[src/rtl/mem_arb_pkg.sv]
// Shared types and constants for the two-port memory arbiter.
package mem_arb_pkg;

  typedef enum logic [1:0] {
    IDLE   = 2'd0,
    ACCESS = 2'd1,
    DATA   = 2'd2,
    RESP   = 2'd3
  } state_e;

  localparam logic PORT_IF = 1'b0;
  localparam logic PORT_LS = 1'b1;

endpackage

[src/rtl/rr_arb2.sv]
// Two-way round-robin pick: a lone requester wins, a tie goes to the port
// that did not win last time.
module rr_arb2
  import mem_arb_pkg::*;
(
  input  logic [1:0] req_i,
  input  logic       last_grant_i,
  output logic       winner_o,
  output logic       valid_o
);

  // Pick a winner from the current request vector.
  always_comb begin
    valid_o  = |req_i;
    winner_o = PORT_IF;
    unique case (req_i)
      2'b01:   winner_o = PORT_IF;
      2'b10:   winner_o = PORT_LS;
      2'b11:   winner_o = ~last_grant_i;
      default: winner_o = PORT_IF;
    endcase
  end

endmodule

[src/rtl/mem_port_arbiter.sv]
// Shares a single-port memory between instruction fetch (port 0) and
// load/store (port 1). One transaction in flight; all outputs registered.
// Because outputs are registered, each visible effect trails the FSM state
// that produced it by one cycle: gnt shows while in ACCESS, the strobes show
// while in DATA/RESP, and done/rdata show in the following IDLE cycle.
module mem_port_arbiter
  import mem_arb_pkg::*;
#(
  parameter int ADDR_W = 9,
  parameter int DATA_W = 32
) (
  input  logic              clk,
  input  logic              rst_n,
  input  logic [1:0]        req,
  input  logic [1:0]        we,
  input  logic [ADDR_W-1:0] addr0,
  input  logic [ADDR_W-1:0] addr1,
  input  logic [DATA_W-1:0] wdata0,
  input  logic [DATA_W-1:0] wdata1,
  output logic [1:0]        gnt,
  output logic [1:0]        done,
  output logic [DATA_W-1:0] rdata,
  output logic              busy,
  output logic [ADDR_W-1:0] Adr,
  output logic [DATA_W-1:0] MWD,
  output logic              MWR,
  output logic              MOE,
  input  logic [DATA_W-1:0] MRD
);

  state_e              state_q, state_d;
  logic                last_q, last_d;
  logic                port_q, port_d;
  logic                we_q, we_d;
  logic [ADDR_W-1:0]   addr_q, addr_d;
  logic [DATA_W-1:0]   wdata_q, wdata_d;
  logic [1:0]          gnt_q, gnt_d;
  logic [1:0]          done_q, done_d;
  logic [DATA_W-1:0]   rdata_q, rdata_d;
  logic [ADDR_W-1:0]   adr_q, adr_d;
  logic [DATA_W-1:0]   mwd_q, mwd_d;
  logic                mwr_q, mwr_d;
  logic                moe_q, moe_d;

  logic                arb_win;
  logic                arb_vld;

  rr_arb2 u_arb (
    .req_i        (req),
    .last_grant_i (last_q),
    .winner_o     (arb_win),
    .valid_o      (arb_vld)
  );

  // Next-state and registered-output logic; strobes/pulses default low.
  always_comb begin
    state_d = state_q;
    last_d  = last_q;
    port_d  = port_q;
    we_d    = we_q;
    addr_d  = addr_q;
    wdata_d = wdata_q;
    gnt_d   = 2'b00;
    done_d  = 2'b00;
    rdata_d = rdata_q;
    adr_d   = adr_q;
    mwd_d   = mwd_q;
    mwr_d   = 1'b0;
    moe_d   = 1'b0;
    unique case (state_q)
      IDLE: begin
        if (arb_vld) begin
          port_d         = arb_win;
          last_d         = arb_win;
          we_d           = we[arb_win];
          addr_d         = arb_win ? addr1 : addr0;
          wdata_d        = arb_win ? wdata1 : wdata0;
          gnt_d[arb_win] = 1'b1;
          state_d        = ACCESS;
        end
      end
      ACCESS: begin
        adr_d = addr_q;
        if (we_q) begin
          mwr_d   = 1'b1;
          mwd_d   = wdata_q;
          state_d = RESP;
        end else begin
          moe_d   = 1'b1;
          state_d = DATA;
        end
      end
      // Memory samples Adr/MOE here; its MRD arrives in the next cycle.
      DATA: state_d = RESP;
      RESP: begin
        done_d[port_q] = 1'b1;
        if (!we_q) rdata_d = MRD;
        state_d = IDLE;
      end
      default: state_d = IDLE;
    endcase
  end

  // State and output registers; reset aborts any transaction in flight.
  always_ff @(posedge clk or negedge rst_n) begin
    if (!rst_n) begin
      state_q <= IDLE;
      last_q  <= PORT_LS;
      port_q  <= PORT_IF;
      we_q    <= 1'b0;
      addr_q  <= '0;
      wdata_q <= '0;
      gnt_q   <= 2'b00;
      done_q  <= 2'b00;
      rdata_q <= '0;
      adr_q   <= '0;
      mwd_q   <= '0;
      mwr_q   <= 1'b0;
      moe_q   <= 1'b0;
    end else begin
      state_q <= state_d;
      last_q  <= last_d;
      port_q  <= port_d;
      we_q    <= we_d;
      addr_q  <= addr_d;
      wdata_q <= wdata_d;
      gnt_q   <= gnt_d;
      done_q  <= done_d;
      rdata_q <= rdata_d;
      adr_q   <= adr_d;
      mwd_q   <= mwd_d;
      mwr_q   <= mwr_d;
      moe_q   <= moe_d;
    end
  end

  assign gnt   = gnt_q;
  assign done  = done_q;
  assign rdata = rdata_q;
  assign busy  = (state_q != IDLE);
  assign Adr   = adr_q;
  assign MWD   = mwd_q;
  assign MWR   = mwr_q;
  assign MOE   = moe_q;

endmodule

[config.mk]
export PLATFORM = sky130hd
export DESIGN_NAME = mem_port_arbiter
export DESIGN_NICKNAME = d
export VERILOG_FILES = /design/src/rtl/mem_arb_pkg.sv /design/src/rtl/rr_arb2.sv /design/src/rtl/mem_port_arbiter.sv
export SDC_FILE = /design/constraint.sdc
export NUM_CORES = 1
export LEC_CHECK = 0
export ABC_AREA = 0
export CORE_ASPECT_RATIO = 1.25
export CORE_MARGIN = 8
export CORE_UTILIZATION = 43
export CTS_CLUSTER_SIZE = 24
export DETAILED_ROUTE_END_ITERATION = 8
export PLACE_DENSITY = 0.8
export SLEW_MARGIN = 20
export SYNTH_ARGS = -nofsm -noshare
export SYNTH_HDL_FRONTEND = slang
export SYNTH_SLANG_ARGS = --single-unit
[constraint.sdc]
create_clock -name clk -period 2.2 [get_ports clk]
set_clock_uncertainty 0.1 [all_clocks]
set_input_delay 0.44 -clock clk [delete_from_list [all_inputs] [get_ports clk]]
set_output_delay 0.44 -clock clk [all_outputs]
set_load 0.02 [all_outputs]
==> out/results.md, run 1 <==
| Metric | This run | Unit |
| --- | --- | --- |
| Synthesized-area fraction occupied by xor and xnor cells | 0 | % |
| Max-slew violation total from the final report | 0 | - |
| Ratio of final minimum period to clock period | 96.5 | % |
| Worst R2R Start | state_q[0]$_DFFE_PN0P_ | - |
| Number of buffers created by CTS | 17 | - |
| Timing startpoint of the critical path | state_q[0]$_DFFE_PN0P_ | - |
| Maximum clock insertion buffer count | 2 | - |
| Total count of hold-check failures in the final report | 0 | - |
| Fraction of the mapped netlist area in adder cells | 0.753 | % |
| Total nets after synthesis | 505 | - |
| Number of antenna violations at the first check in global routing | 0 | - |
| Worst R2R Path Depth | 7 | - |
| CP arrival | 1.58 | ns |
| Detailed-route via count | 3837 | - |
| Actual slew at the worst max-slew pin | 0.677 | ns |
| Highest attainable clock frequency | 471 | MHz |
| Share of synthesized area spent on multiplexers | 16.5 | % |
| Class of the tightest hold or removal check | input port to asynchronous set/reset pin | - |
| CP top delay family | buffers and inverters | - |
| Number of setup buffers added after CTS | 0 | - |
| Number of placed I/O pins | 200 | - |
| Root Buffer Master | clkbuf_16 | - |
| Slack of the worst reg-to-reg path | 0.37 | ns |
| Maximum number of pins on one net before global-route repair | 120 | - |
| Fraction of the mapped netlist area in compound gates | 10.1 | % |
| Worst reg2reg endpoint | wdata_q[5]$_DFFE_PN0P_ | - |
| Iteration count of the initial detailed-routing pass | 5 | - |
| Data required time at the worst endpoint | 1.66 | ns |
| H-Tree Level Count | 4 | - |
| Simple-gate area share of the yosys netlist | 7.08 | % |
| Most frequent cell on the critical path | inv_1 | - |
| Post-synthesis register bit count | 125 | - |
| Syn avg cell area | 13.0 | um2 |
| Sequence of cells on the critical path | inv_1, ha_1, inv_1, dlygate4sd2_1 | - |
| Number of global-route vias before repair | 4307 | - |
| Buffers & Inverters on Critical Path | 3 | - |
| Clock sinks | 125 | - |
| Cell count after synthesis | 382 | - |
| Largest cells by area after synthesis | dfrtp_1 62%, mux2_2 15%, a21oi_1 5.1% | - |
| Layout area overhead | 57.9 | % |
| Final layout net count | 716 | - |
| Routability Congestion | 0.795 | - |
| GRT overflow | 0 | - |
| Post-route ant nets | 0 | - |
| Number of violations of the max-capacitance limit | 0 | - |
| Kind of start point of the critical path | flip-flop | - |
| Clock transition at path regs | 0.05 | ns |
| Cell type with the highest aggregate area in the netlist | dfrtp_1 | - |
| Pleak | 3.38 | nW |
| Result of the run | finished clean | - |
| Die boundary height | 136 | um |
| Unrepaired setup endpoints after global routing | no | - |
| Largest family of logic cells by synthesized area | multiplexers | - |
| TritonCTS clock tree | built | - |
| Last element of the critical path | busy | - |
| Total Wirelength | 14.2 | mm |
| Total inserted antenna cells | 0 | - |
| Setup-failing EPs final | 0 | - |
| Area share of the leading cell type in the synthesized netlist | 62.2 | % |
| Post-detailed-route via-to-cell ratio | 5.16 | - |
| Number of DRC violations after detailed-routing iteration 0 | 154 | - |
| DR WL/cell | 19.0 | um |
| Power density over the cells | 1580 | mW/mm2 |
| Critical Path Sink Type | output port | - |
| Summed negative setup slack over all endpoints | 0 | ns |
| HPWL after DPL | 10.3 | mm |
| Total power of the final layout | 12.4 | mW |
| Most common cell after layout, fill and taps aside | clkdlybuf4s50_1 | - |
| Total of warnings raised by yosys | 0 | - |
| Buffers added on ports | 199 | - |
| Category of the critical setup timing path | flip-flop to output port | - |
| Std cell rows | 44 | - |
| Most used cells in the layout excluding fill and tap cells | 197 x clkdlybuf4s50_1, 124 x dfrtp_1, 68 x mux2_2 | - |
| Largest fanout of any net on the critical path | 5 | - |
| Share of layout cells above drive strength 1 | 19.7 | % |
| Cell at the slowest stage of the critical path | dfrtp_1 | - |
| Die span in x | 112 | um |
| Core ar. | 0.0115 | mm2 |
| Post-Syn Area | 0.00498 | mm2 |
| Number of different library cells in the post-synthesis netlist | 28 | - |
| Maximum resistive drop on vdd | 0.809 | mV |
| Portion of the post-synthesis area used by sequential elements | 62.8 | % |
| Initial Util | 43.5 | % |
| Die ar. | 0.0153 | mm2 |
| Period minus WS final | 2.12 | ns |
| Max incr delay on CP | 0.40 | ns |
| Global-route wire length before repair | 22.5 | mm |
| Clock latency on the worst-skew pair | 0.40 | ns |
| DRC Markers | 0 | - |
| Number of logic stages on the critical path including buffering | 4 | - |
| Tightest slew margin relative to the limit | 54.9 | % |
| Overall routing resource usage | 18.8 | % |
==> final cells by class <==
type / count / area, um2
fillers: 822 / 3580
flip-flops and latches: 125 / 3130
repair buffers: 215 / 2200
multi-input cells: 230 / 1730
clock buffers: 24 / 472
well taps: 138 / 173
clock inverters: 7 / 160
inverters: 4 / 15.0
==> sequential cells by signal (all words and copies together), names as in the netlist, 2 cells and up <==
name	flops
done	2
addr_q	9
gnt	2
rdata	32
state_q	2
MWD	32
Adr	9
wdata_q	32
==> per-layer routing <==
| layer | track usage, % | routed length [um] | vias to the layer above |
|---|---|---|---|
| met5 | 0 | 0 | - |
| met4 | 8.56 | 376 | 0 |
| met3 | 5.87 | 891 | 25 |
| met2 | 33.2 | 7480 | 150 |
| met1 | 20.2 | 5400 | 1892 |
| li1 | - | - | 1770 |
==> what timing repair did <==
item                                   in CTS  in global routing
setup endpoints to repair                   1                  0
endpoints found under the hold margin       6                  0
gates resized for setup                     1                  0
hold buffers                                1                  0
==> where the power goes <==
part	switching, mW	internal, mW	total, mW
clock network	0.928	2.06	2.99
registers	0.616	3.48	4.09
logic	2.52	2.80	5.33
total	4.07	8.34	12.4
==> cells by family after synthesis <==
kind of cell / count (synthesis)
muxes: 73
AOI/OAI and AO/OA: 78
adders and majority gates: 3
and+or+nand+nor: 76
DFF: 125
buffers and inverters: 27
==> per-stage QoR <==
| stage | cells | hold slack, ns | setup slack, ns | utilization (%) | area (um2) |
|---|---|---|---|---|---|
| 6_report | 743 | 0.293 | 0.0779 | 68.8 | 7870 |
| 5_1_grt | 743 | 0.290 | 0.00730 | 68.8 | 7870 |
| 4_1_cts | 743 | 0.273 | 0.0642 | 68.8 | 7870 |
| 3_5_place_dp | 711 | 0.163 | 0.0966 | 63.2 | 7230 |
| 3_3_place_gp | 711 | 0.160 | 0.175 | 63.2 | 7230 |
| 2_1_floorplan | 382 | 0.0444 | 0.491 | - | 4980 |
==> worst min-delay path by stage <==
stage                              end  depth (start not counted)  start
6_report       wdata_q[17]$_DFFE_PN0P_                          2  rst_n
5_1_grt        wdata_q[17]$_DFFE_PN0P_                          2  rst_n
4_1_cts        wdata_q[17]$_DFFE_PN0P_                          2  rst_n
3_5_place_dp   wdata_q[17]$_DFFE_PN0P_                          1  rst_n
3_3_place_gp       MWD[17]$_DFFE_PN0P_                          1  rst_n
2_1_floorplan       Adr[0]$_DFFE_PN0N_                          0  rst_n
==> Yosys cell counts <==
| cell type | number |
|---|---|
| a21bo_4 | 1 |
| a21boi_2 | 1 |
| a21o_1 | 1 |
| a21oi_1 | 51 |
| a221o_1 | 17 |
| a31oi_1 | 1 |
| and2_1 | 1 |
| and3_1 | 17 |
| buf_2 | 13 |
| buf_4 | 2 |
| buf_6 | 2 |
| clkbuf_1 | 6 |
| dfrtp_1 | 124 |
| dfstp_2 | 1 |
| ha_1 | 3 |
| inv_1 | 3 |
| inv_2 | 1 |
| mux2_1 | 5 |
| mux2_2 | 68 |
| nand2_1 | 26 |
| nand2_2 | 1 |
| nor2_1 | 26 |
| nor2_4 | 1 |
| nor2b_1 | 3 |
| o21a_1 | 1 |
| o21ai_0 | 4 |
| o21ai_2 | 1 |
| or3b_2 | 1 |
(Power assumes the default switching activity.)
==> run 2: changes to the inputs <==
- ABC_AREA: 0 -> 1
- CORE_UTILIZATION: 43 -> 45
- GPL_TIMING_DRIVEN: not set -> 0
- PLACE_DENSITY: 0.8 -> 0.81
==> run 2 against run 1 <==
The flow now finishes with violations (design-rule violations). Register-to-register slack improved by 0.02 ns. Utilization is 0.55 points higher. Fmax up 2.2%. Cell count grew 39%. Sequential power down 3%. Sequential share of layout area down 2.1 points.
==> out/results.md, run 2 <==
| Metric | This run | Unit |
| --- | --- | --- |
| Number of different library cells in the post-synthesis netlist | 22 | - |
| Number of buffers created by CTS | 17 | - |
| Most used cells in the layout excluding fill and tap cells | 257 x nand2_1, 196 x clkdlybuf4s50_1, 124 x dfrtp_1 | - |
| Total power of the final layout | 12.0 | mW |
| Final Non-Filler Cells | 1030 | - |
| Clock sinks | 125 | - |
| Most repeated cell in the gate-level netlist after synthesis | nand2_1 | - |
| Cell type with the highest aggregate area in the netlist | dfrtp_1 | - |
| Pleak | 4.12 | nW |
| Number of antenna violations at the first check in global routing | 1 | - |
| Kind of start point of the critical path | flip-flop | - |
| Total inserted antenna cells | 0 | - |
| CP arrival | 1.54 | ns |
| Setup-failing EPs final | 0 | - |
| Total nets after synthesis | 757 | - |
| Total count of hold-check failures in the final report | 0 | - |
| Number of enable flip-flop cells after synthesis | 0 | - |
| GRT overflow | 0 | - |
| Largest fanout of any net on the critical path | 5 | - |
| Std cell rows | 45 | - |
| Number of global-route vias before repair | 5101 | - |
| Data required time at the worst endpoint | 1.66 | ns |
| Die boundary height | 139 | um |
| Initial Util | 45.4 | % |
| Maximum resistive drop on vdd | 0.667 | mV |
| Share of total power in sequential cells | 33.1 | % |
| Power density over the cells | 1440 | mW/mm2 |
| Most common cell after layout, fill and taps aside | nand2_1 | - |
| Relative contribution of the clock network to total power | 24.7 | % |
| DR WL/cell | 16.0 | um |
| Tightest slew margin relative to the limit | 64.2 | % |
| Maximum number of pins on one net before global-route repair | 78 | - |
| Category of the critical setup timing path | flip-flop to output port | - |
| Overall routing resource usage | 21.2 | % |
| Post-synthesis register bit count | 125 | - |
| Global-route wire length before repair | 26.3 | mm |
| Sequence of cells on the critical path | inv_1, ha_4, inv_2, dlygate4sd2_1 | - |
| Result of the run | finished, violations left | - |
| Cell count after placement | 997 | - |
| Iteration count of the initial detailed-routing pass | 7 | - |
| Unrepaired setup endpoints after global routing | no | - |
| Max incr delay on CP | 0.40 | ns |
| Actual slew at the worst max-slew pin | 0.537 | ns |
| Total of warnings raised by yosys | 0 | - |
| Clock transition at path regs | 0.05 | ns |
| Buffers added on ports | 198 | - |
| Post-Syn Area | 0.00544 | mm2 |
| TritonCTS clock tree | built | - |
| Die span in x | 114 | um |
| Clock latency on the worst-skew pair | 0.41 | ns |
| P_sw | 4.44 | mW |
| Die ar. | 0.0159 | mm2 |
| Total Wirelength | 16.5 | mm |
| Top cells by count, synth | 257 x nand2_1, 124 x dfrtp_1, 63 x inv_1, 59 x nand3_1, 25 x nand3b_1 | - |
| Post-detailed-route via-to-cell ratio | 4.83 | - |
| Detailed-route via count | 4980 | - |
| Combinational Power Share | 42.2 | % |
| Class of the tightest hold or removal check | input port to flip-flop | - |
| DRC Markers | 2 | - |
| Switching share of power | 37.0 | % |
| Portion of the post-synthesis area used by sequential elements | 57.5 | % |
| Post-route ant nets | 0 | - |
| Max-slew violation total from the final report | 0 | - |
| Worst slack after detailed placement | 0.0731 | ns |
| Area share of the leading cell type in the synthesized netlist | 57.0 | % |
| Share of layout cells above drive strength 1 | 7.62 | % |
| Number of setup buffers added after CTS | 0 | - |
| Syn avg cell area | 8.58 | um2 |
| Core ar. | 0.0120 | mm2 |
| Layout area overhead | 52.7 | % |
| HPWL after DPL | 12.0 | mm |
| Final layout net count | 976 | - |
| CP top delay family | buffers and inverters | - |
| Main flop type after synthesis | dfrtp_1 | - |
| Post-layout worst setup margin | 0.124 | ns |
| Cell count after synthesis | 634 | - |
| Post-synthesis async set-or-reset flop share | 100 | % |
| Maximum clock insertion buffer count | 2 | - |
| Failing checks | design-rule violations | - |
| Largest cells by area after synthesis | dfrtp_1 57%, nand2_1 18%, nand3_1 5.4% | - |
| Buffers & Inverters on Critical Path | 3 | - |
| Number of violations of the max-capacitance limit | 0 | - |
| Number of DRC violations after detailed-routing iteration 0 | 295 | - |
| Ratio of final minimum period to clock period | 94.4 | % |
| Highest attainable clock frequency | 482 | MHz |
| Number of placed I/O pins | 200 | - |
| Critical Path Sink Type | output port | - |
| Period minus WS final | 2.08 | ns |
| Root Buffer Master | clkbuf_16 | - |
| Routability Congestion | 0.791 | - |
| H-Tree Level Count | 4 | - |
| Cell at the slowest stage of the critical path | dfrtp_1 | - |
| Number of filler cells placed in the layout | 968 | - |
| Internal Power | 7.54 | mW |
[run 2: cell types whose count changed in the layout (fill, tap and decap cells not counted), moves of 16 or more]
cell / previous run / this run
o21ai_0: 4 / 20
a21oi_1: 51 / 0
nand2_1: 26 / 257
nand4_1: 0 / 17
inv_1: 3 / 63
mux2_2: 68 / 0
nor2_1: 26 / 5
nand3_1: 0 / 59
nand3b_1: 0 / 25
a221o_1: 17 / 0
and3_1: 17 / 0
[run 2: worst reg2reg max path: stages (launching register included)]
cell      delay [ns]
dfrtp_1         0.34
inv_1           0.10
ha_1            0.20
nand2_1         0.24
clkinv_1        0.30
buf_2           0.28
nand2_1         0.10
nand2_1         0.05
[run 2: area by class of cell]
| class | count | area, um2 | share of cell area, % |
|---|---|---|---|
| Clock buffer | 19 | 443 | 5.33 |
| Sequential cell | 125 | 3130 | 37.7 |
| Multi-Input combinational cell | 406 | 1840 | 22.2 |
| Buffer | 37 | 234 | 2.82 |
| Clock inverter | 13 | 188 | 2.26 |
| Timing Repair Buffer | 200 | 2020 | 24.3 |
| Inverter | 66 | 248 | 2.98 |
| Tap cell | 164 | 205 | 2.47 |
[run 2: worst paths after layout]
| path | from | end | slack [ns] | cells past startpoint |
|---|---|---|---|---|
| max | state_q[0]$_DFFE_PN0P_ | busy | 0.12 | 4 |
| min | req[1] | wdata_q[8]$_DFFE_PN0P_ | 0.36 | 4 |
| max reg2reg | state_q[1]$_DFFE_PN0P_ | MWD[3]$_DFFE_PN0P_ | 0.39 | 7 |
| min reg2reg | wdata_q[26]$_DFFE_PN0P_ | MWD[26]$_DFFE_PN0P_ | 0.37 | 2 |
| max in group asynchronous | rst_n | last_q$_DFFE_PN1P_ | 0.78 | 3 |
| min in group asynchronous | rst_n | rdata[28]$_DFFE_PN0P_ | 0.43 | 2 |
[run 2: kinds of logic (layout without fill, tap and decap cells)]
| kind of cell | Yosys count | in the layout | synth area share [%] |
|---|---|---|---|
| AND/OR/NAND/NOR | 367 | 367 | 29.4 |
| flip-flops | 125 | 125 | 57.5 |
| buffers and inverters | 103 | 335 | 8.85 |
| AO/OA/AOI/OAI | 36 | 36 | 3.52 |
| adder cells (fa/ha/maj) | 3 | 3 | 0.690 |
[run 2: repair_timing]
| item | in CTS | in global routing |
|---|---|---|
| hold endpoints to repair | 48 | 0 |
| hold buffers | 1 | 0 |
| endpoints found under the setup margin | 1 | 1 |
| gates resized for setup | 1 | 2 |
| cloned | 0 | 0 |
[run 2: metal layers]
layer  GRT usage (%)  part of all wire, %  vias to the layer above
met5               0                0.055                        -
li1                -                    -                     2419
met4            6.47                  1.5                        2
met3            6.97                  8.4                       27
met1            24.2                   40                     2342
met2            36.6                   50                      190
[run 2: through the flow]
stage	hold slack, ns	utilization [%]	setup TNS [ns]	cell area (um2)
after floorplan	0.0444	-	0	5440
after global routing	0.371	69.3	0	8310
final	0.361	69.3	0	8310
after detailed placement	0.311	63.9	0	7660
after CTS	0.358	69.2	0	8300
after global placement	0.348	63.6	-538.39	7630
[run 2: power by group through the flow]
| stage | Clock [mW] | Sequential [mW] | Combinational [mW] |
|---|---|---|---|
| 2_1_floorplan | 0 | 4.69 | 2.04 |
| 3_3_place_gp | 0 | 3.94 | 4.99 |
| 3_5_place_dp | 0 | 3.97 | 5.10 |
| 4_1_cts | 3.00 | 3.96 | 5.13 |
| 5_1_grt | 3.12 | 4.08 | 5.57 |
| 6_report | 2.96 | 3.96 | 5.06 |
==> run 3: changes to the inputs <==
- CORE_UTILIZATION: 45 -> 40
- PLACE_DENSITY: 0.81 -> 0.76
- clock period: 2.2 -> 1.8 ns (I/O delays scaled with it)
==> run 3 against run 2 <==
The flow now finishes without violations. Sequential power grew 22%. Non-clock buffer count is 1 higher. Sequential cell count unchanged. Clock-buffer cell count rose by 1. Die area increased by 11%. Cell count up 0.78%. First-iteration DRC count up 27%. Critical path type unchanged.
==> out/results.md, run 3 (same netlist as run 2, synthesis figures left out) <==
| Metric | This run | Unit |
| --- | --- | --- |
| Result of the run | finished clean | - |
| Cell count after placement | 1004 | - |
| Root Buffer Master | clkbuf_16 | - |
| Final hold slack | 0.284 | ns |
| P_sw | 5.48 | mW |
| Routability Congestion | 0.779 | - |
| Buffers added on ports | 198 | - |
| Final design instance area without fill | 0.00825 | mm2 |
| Power density over the cells | 1720 | mW/mm2 |
| Maximum number of pins on one net before global-route repair | 66 | - |
| Clock sinks | 125 | - |
| Post-layout worst setup margin | 0.0603 | ns |
| DRC Markers | 0 | - |
| Multi-input combinational cell area | 0.00185 | mm2 |
| Unrepaired setup endpoints after global routing | no | - |
| Initial Util | 41.0 | % |
| GRT overflow | 0 | - |
| Total inserted antenna cells | 0 | - |
| Largest fanout of any net on the critical path | 5 | - |
| Pleak | 4.37 | nW |
| Period minus WS final | 1.74 | ns |
| Total Wirelength | 16.9 | mm |
| Final Non-Filler Cells | 1038 | - |
| DR WL/cell | 16.3 | um |
| Number of placed I/O pins | 200 | - |
| Combinational Power Share | 40.3 | % |
| Clock latency on the worst-skew pair | 0.40 | ns |
| Worst slack after detailed placement | -0.252 | ns |
| Hold Path End | wdata_q[8]$_DFFE_PN0P_ | - |
| Detailed-route via count | 4919 | - |
| Setup-failing EPs final | 0 | - |
| Most used cells in the layout excluding fill and tap cells | 256 x nand2_1, 124 x dfrtp_1, 117 x clkdlybuf4s50_1 | - |
| Number of violations of the max-capacitance limit | 0 | - |
| Number of DRC violations after detailed-routing iteration 0 | 375 | - |
| Overall routing resource usage | 19.3 | % |
| Share of total power in sequential cells | 33.8 | % |
| Class of the tightest hold or removal check | input port to flip-flop | - |
| Highest attainable clock frequency | 575 | MHz |
| Worst R2R Start | state_q[0]$_DFFE_PN0P_ | - |
| H-Tree Level Count | 4 | - |
| Number of cells on the worst hold path | 4 | - |
| Layout area overhead | 51.7 | % |
| Std cell rows | 47 | - |
| Iteration count of the initial detailed-routing pass | 4 | - |
| TritonCTS clock tree | built | - |
| Die boundary height | 146 | um |
| Maximum resistive drop on vdd | 0.867 | mV |
| Post-placement cell area | 0.00767 | mm2 |
| Ratio of final minimum period to clock period | 96.6 | % |
| Die ar. | 0.0176 | mm2 |
| Core ar. | 0.0133 | mm2 |
| Worst R2R Path Depth | 5 | - |
| Internal Power | 8.75 | mW |
| Data required time at the worst endpoint | 1.34 | ns |
| Number of antenna violations at the first check in global routing | 1 | - |
| Maximum clock insertion buffer count | 2 | - |
| HPWL after DPL | 12.5 | mm |
| Critical Path Sink Type | output port | - |
| Number of global-route vias before repair | 5012 | - |
| Worst reg2reg endpoint | MWD[7]$_DFFE_PN0P_ | - |
| Max-slew violation total from the final report | 0 | - |
| Post-route ant nets | 0 | - |
| Kind of start point of the critical path | flip-flop | - |
| Total count of hold-check failures in the final report | 0 | - |
| Number of buffers created by CTS | 17 | - |
| Number of filler cells placed in the layout | 1151 | - |
| Actual slew at the worst max-slew pin | 0.547 | ns |
| CP arrival | 1.28 | ns |
| Slack of the worst reg-to-reg path | 0.16 | ns |
| Final layout net count | 977 | - |
| Category of the critical setup timing path | flip-flop to output port | - |
| Tightest slew margin relative to the limit | 63.5 | % |
| Most common cell after layout, fill and taps aside | nand2_1 | - |
| Hold path start | req[1] | - |
| Post-detailed-route via-to-cell ratio | 4.74 | - |
| Switching share of power | 38.5 | % |
| Share of layout cells above drive strength 1 | 8.42 | % |
| Global-route wire length before repair | 26.7 | mm |
| Relative contribution of the clock network to total power | 25.9 | % |
| Die span in x | 120 | um |
| Register area | 0.00313 | mm2 |
| Clock transition at path regs | 0.06 | ns |
## run 3: what timing repair did
action / CTS / global route
hold buffers: 1 / 0
gates cloned: 0 / 0
resized for setup: 87 / 7
setup buffers: 0 / 1
setup endpoints to repair: 108 / 31
endpoints found under the hold margin: 59 / 0
## run 3: how the worst max path moves through the flow
| stage | startpoint | to | slack, ns | cells after the start |
|---|---|---|---|---|
| floorplan | state_q[0]$_DFFE_PN0P_ | rdata[10]$_DFFE_PN0P_ | 0.37 | 7 |
| global placement | rst_n | wdata_q[12]$_DFFE_PN0P_ | -4.70 | 1 |
| detailed placement | req[0] | wdata_q[31]$_DFFE_PN0P_ | -0.25 | 6 |
| CTS | state_q[0]$_DFFE_PN0P_ | busy | 0.005 | 4 |
| global route | req[0] | wdata_q[20]$_DFFE_PN0P_ | 0.01 | 6 |
| finish | state_q[0]$_DFFE_PN0P_ | busy | 0.06 | 4 |
## run 3: cell type report
class / count / area share, %
flip-flops and latches: 125 / 37.9
repair buffers: 201 / 23.5
multi-input cells: 406 / 22.4
clock buffers: 20 / 5.53
inverters: 66 / 3.05
plain buffers: 37 / 2.85
well taps: 171 / 2.59
clock inverters: 12 / 2.21
## run 3: stage by stage
step | setup TNS, ns | total power [mW] | util [%]
2_1_floorplan | 0 | 8.23 | -
5_1_grt | 0 | 15.2 | 62.1
3_3_place_gp | -591.37 | 11.0 | 57.5
6_report | 0 | 14.2 | 62.1
4_1_cts | 0 | 14.4 | 62.0
3_5_place_dp | -7.44 | 11.1 | 57.7
## run 3: power by group through the flow
stage	logic [mW]	clock network, mW	registers, mW
finish	5.74	3.68	4.82
floorplan	2.49	0	5.74
global route	6.34	3.88	4.96
CTS	5.81	3.76	4.82
global placement	6.14	0	4.82
detailed placement	6.27	0	4.87
## run 3: worst max-delay path, cell delays in order (launching register included)
cell and delay [ns]:
dfrtp_1 0.42, inv_2 0.07, ha_4 0.19, inv_4 0.08, buf_6 0.12
## run 3: routing by layer
metal  track usage, %  vias up  share of wire, %
li1                 -     2432                 -
met1             22.5     2289                41
met2             32.7      184                50
met3             6.98       12               8.2
met4             5.51        2               1.1
met5                0        -             0.077
